`src/rtl/seq_div_recon.sv`:
```
// seq_div_recon: rebuilds an 8-bit dividend as q*d + r by shift-and-add over the quotient bits.
// Latency: start sampled at edge N -> done high (and dvd valid) in the cycle after edge N+5.
// Backpressure: none; start is accepted only in IDLE and ignored while busy or in DONE.
// Optional macro RECON_ERR_CHECK_EN: builds the remainder-range check driving err (tied low otherwise).

module seq_div_recon (
    input  logic       clk,
    input  logic       rst,
    input  logic       start,
    input  logic [3:0] q,
    input  logic [3:0] d,
    input  logic [3:0] r,
    output logic       busy,
    output logic       done,
    output logic [7:0] dvd,
    output logic       err
);

    typedef enum logic [1:0] {
        IDLE = 2'd0,
        RUN  = 2'd1,
        DONE = 2'd2
    } state_t;

    state_t     state_q, state_d;
    logic [3:0] q_q, q_d;
    logic [3:0] d_q, d_d;
    logic [7:0] acc_q, acc_d;
    logic [1:0] idx_q, idx_d;
    logic       done_q, done_d;
    logic [7:0] dvd_q, dvd_d;
    logic [7:0] addend;

`ifdef RECON_ERR_CHECK_EN
    logic [3:0] r_q, r_d;
    logic       err_q, err_d;
`endif

    // Partial product for the current quotient bit: divisor weighted by 2^idx.
    always_comb begin
        addend = {4'b0000, d_q} << idx_q;
    end

    // Next-state and datapath update; outputs other than busy are registered.
    always_comb begin
        state_d = state_q;
        q_d     = q_q;
        d_d     = d_q;
        acc_d   = acc_q;
        idx_d   = idx_q;
        done_d  = 1'b0;
        dvd_d   = dvd_q;
`ifdef RECON_ERR_CHECK_EN
        r_d     = r_q;
        err_d   = err_q;
`endif
        case (state_q)
            IDLE: begin
                if (start) begin
                    // Operands are frozen here so later input changes cannot leak in.
                    q_d     = q;
                    d_d     = d;
                    acc_d   = {4'b0000, r};
                    idx_d   = 2'd0;
                    state_d = RUN;
`ifdef RECON_ERR_CHECK_EN
                    r_d     = r;
`endif
                end
            end
            RUN: begin
                // One quotient bit per cycle, LSB first; zero bits still cost a cycle.
                if (q_q[idx_q]) begin
                    acc_d = acc_q + addend;
                end
                idx_d = idx_q + 2'd1;
                if (idx_q == 2'd3) begin
                    state_d = DONE;
                end
            end
            DONE: begin
                dvd_d   = acc_q;
                done_d  = 1'b1;
                state_d = IDLE;
`ifdef RECON_ERR_CHECK_EN
                // A zero divisor or a remainder not below the divisor is not a legal division.
                err_d   = (d_q == 4'd0) | (r_q >= d_q);
`endif
            end
            default: begin
                state_d = IDLE;
            end
        endcase
    end

    // State and datapath registers; reset wins over any start or in-flight operation.
    always_ff @(posedge clk) begin
        if (rst) begin
            state_q <= IDLE;
            q_q     <= 4'd0;
            d_q     <= 4'd0;
            acc_q   <= 8'd0;
            idx_q   <= 2'd0;
            done_q  <= 1'b0;
            dvd_q   <= 8'd0;
        end else begin
            state_q <= state_d;
            q_q     <= q_d;
            d_q     <= d_d;
            acc_q   <= acc_d;
            idx_q   <= idx_d;
            done_q  <= done_d;
            dvd_q   <= dvd_d;
        end
    end

`ifdef RECON_ERR_CHECK_EN
    // Captured remainder and error flag; err holds until the next completion.
    always_ff @(posedge clk) begin
        if (rst) begin
            r_q   <= 4'd0;
            err_q <= 1'b0;
        end else begin
            r_q   <= r_d;
            err_q <= err_d;
        end
    end

    assign err = err_q;
`else
    assign err = 1'b0;
`endif

    // busy covers the RUN cycles and the DONE cycle, dropping as done pulses.
    assign busy = (state_q != IDLE);
    assign done = done_q;
    assign dvd  = dvd_q;

endmodule

```
`config.mk`:
```
export PLATFORM = sky130hd
export DESIGN_NAME = seq_div_recon
export DESIGN_NICKNAME = d
export VERILOG_FILES = /design/src/rtl/seq_div_recon.sv
export SDC_FILE = /design/constraint.sdc
export NUM_CORES = 1
export LEC_CHECK = 0
export ABC_AREA = 1
export BUFFER_PORTS_ARGS = -buffer_cell sky130_fd_sc_hd__buf_2
export CORE_MARGIN = 4
export CORE_UTILIZATION = 25
export DETAILED_ROUTE_END_ITERATION = 8
export GPL_TIMING_DRIVEN = 0
export PLACE_DENSITY = 0.53
export SETUP_SLACK_MARGIN = 0.05
export SLEW_MARGIN = 40
export SYNTH_ARGS = -nofsm -noshare
export SYNTH_HDL_FRONTEND = slang
export SYNTH_SLANG_ARGS = --single-unit
```
`constraint.sdc`:
```
create_clock -name clk -period 2.1 [get_ports clk]
set_clock_uncertainty 0.1 [all_clocks]
set_input_delay 0.105 -clock clk [delete_from_list [all_inputs] [get_ports clk]]
set_output_delay 0.105 -clock clk [all_outputs]
set_load 0.03 [all_outputs]
```
==> results.yml <==
status:
  run_status: "finished clean"
die:
  dieArea_sq_um: 7624
  die_x_um: 87.32
  start_util_pct: 26.10
  die_h_um: 87.32
  pin_count: 26
  num_rows: 28
  coreArea_sq_um: 6026
drt:
  drtIter0Drc: 55
  viasPerCell: 4.396
  wl_per_cell_um: 11.45
  drc: 0
  drt_pass1_iterations: 4
  antenna_left: 0
  wirelength_mm: 4.019
  vias: 1543
synth:
  synth.area.top_cells: "dfxtp_1, nand2_1, nor2_1, o21ai_0, ha_1"
  yosysWarnings: 0
  syn_area_per_cell_sq_um: 6.838
  synth_top_area_share_pct: 36.91
  syn_nets: 254
  syn_inst: 230
  yosysSeqAreaShare_pct: 36.91
  synth_top_cell_by_area: "dfxtp_1"
  syn_area_sq_um: 1573
  ys_ff_latch: 29
  synth_cell_types: 26
cells_and_area:
  nFillCells: 669
  final_common_cell: "nand2_1"
  nNetsFinal: 300
  layout_common_cells: "nand2_1, nor2_1, buf_2, dfxtp_1, inv_1"
  drive_above_1_share_pct: 27.54
  antenna_cells: 0
  area_growth_pct: 33.89
power_and_ir_drop:
  leakage_nw: 1.013
  internal_power_w: 0.0009817
  power_frac_seq_pct: 43.8
  peakVddDrop_mv: 0.2741
  clockPowerShare_pct: 33.2
  p_comb_share_pct: 23.1
  swShare_pct: 28.85
  p_total_w: 0.001380
  power_density_nw_per_um2: 655.3
  power_switching_w: 0.0003981
global_route:
  grt_first_pass_wirelength_mm: 6.548
  antenna_found_initial: 0
  grt.overflow.total: 0
  grt_max_degree: 11
  grt_pass1_vias: 1424
  grt.total_usage_pct: 11.25
critical_path:
  worstSetupEndpointType: "flip-flop"
  crit_type: "reg -> reg"
  crit_path_start_kind: "flip-flop"
  path_max_fanout: 5
  crit_arrival_ns: 2.09
  critPathRequiredTime_ns: 2.17
placed_design:
  place.gp.congestion: 0.7952
  dp_hpwl_mm: 2.888
  port_buffers: 24
  place_ws_ns: -0.04989
worst_hold_path:
  min-delay-path-class: "in -> reg"
flow_run:
  maxCapViolations: 0
sta:
  rsz0062_at_grt: "true"
  setup_ws_ns: 0.08017
  setup_viol: 0
  hold_violations: 0
  period_minus_slack_ns: 2.020
  maxSlewViolCount: 0
  final.setup.tns_ns: 0
  max_freq_mhz: 495.1
  post-route-period-util_pct: 96.18
  whs_ns: 0.02266
cts:
  clk_latency_ns: 0.28
  tritoncts: "done"
  cts.clk_slew.worst_paths_ns: 0.06
  cts.path.max_buffers: 2
  numCtsBuffers: 5
  clock-root-buffer: "clkbuf_8"
  htreeDepth: 2
  clkSinkCount: 29
area by class of cell:
cell class	instances	area, sq um	share of cell area (%)
inverters	26	102.6	4.872
clock buffers	7	86.33	4.100
repair buffers	39	254.0	12.06
plain buffers	7	45.04	2.139
well taps	75	93.84	4.456
flip-flops and latches	29	583.1	27.69
multi-input cells	168	940.9	44.68
stage by stage:
step | instances | cell area [sq um] | util, %
finish | 351 | 2106 | 34.95
global route | 351 | 2106 | 34.95
CTS | 348 | 2006 | 33.28
detailed placement | 329 | 1787 | 29.65
global placement | 329 | 1787 | 29.65
floorplan | 230 | 1573 | -
registers in the layout, summed over array words and instances, names as in the netlist:
name and count:
done 1, state_q 2, dvd 8, acc_q 8, q_q 4, d_q 4, idx_q 2
worst max-delay path, cell delays in order (launching register included):
cell and delay [ns]:
dfxtp_2 0.35, buf_8 0.14, mux2i_4 0.25, mux2i_1 0.11, ha_1 0.33, or2_1 0.23
and2_4 0.16, nor2_1 0.08, nor2_1 0.05, nor2_1 0.08, nor2_1 0.04
kinds of logic (layout without fill, tap and decap cells):
kind of cell / Yosys count / count (layout) / share of synthesized area, %
AO/OA/AOI/OAI: 37 / 37 / 11.77
adder cells (fa/ha/maj): 9 / 9 / 7.638
buffers and inverters: 33 / 79 / 8.990
flip-flops: 29 / 29 / 36.91
multiplexers: 3 / 3 / 1.909
other: 1 / 1 / 0.2384
AND/OR/NAND/NOR: 118 / 118 / 32.54
repair_timing:
action / 4_1_cts / 5_1_grt
gates resized for setup: 14 / 18
pin swaps: 7 / 10
setup endpoints to repair: 5 / 6
endpoints found under the hold margin: 7 / 0
buffers inserted: 5 / 3
hold buffers: 7 / 0
layer usage:
metal	GRT usage, %	vias to the layer above	share of wire (%)
met2	18.01	26	47
li1	-	827	-
met3	3.122	7	5.1
met1	13.98	683	46
met5	0	-	0
met4	5.021	0	1.9
power by group through the flow:
stage                     combinational (W)  sequential, W  clock [W]
final                              0.000318       0.000604   0.000458
after global routing               0.000360       0.000608   0.000499
after CTS                          0.000280       0.000599   0.000477
after detailed placement           0.000246       0.000609          0
after global placement             0.000245       0.000609          0
after floorplan                    0.000186       0.000605          0
Yosys cell counts:
| library cell | count |
|---|---|
| inv_2 | 2 |
| buf_2 | 3 |
| nand2_4 | 2 |
| nand3_1 | 17 |
| mux2i_1 | 3 |
| buf_4 | 1 |
| nand2_1 | 47 |
| nand3b_1 | 1 |
| nand2_2 | 3 |
| nor3_1 | 2 |
| conb_1 | 1 |
| or2_2 | 2 |
| buf_6 | 1 |
| fa_1 | 1 |
| o21ai_0 | 21 |
| nand4_1 | 1 |
| inv_1 | 23 |
| inv_4 | 1 |
| or2_1 | 1 |
| ha_1 | 8 |
| dfxtp_1 | 29 |
| nor2_1 | 40 |
| a21oi_1 | 16 |
| and2_1 | 1 |
| nand3_2 | 1 |
| clkbuf_1 | 2 |
path summary, 6_finish.rpt:
kind	startpoint	endpoint	slack (ns)	cells after the start
hold reg to reg	acc_q[3]	dvd[3]	0.38	2
setup / recovery	idx_q[0]	acc_q[4]	0.08	10
hold / removal	d[3]	d_q[3]	0.02	3
setup reg to reg	idx_q[0]	acc_q[4]	0.08	10
(Power assumes the default switching activity.)
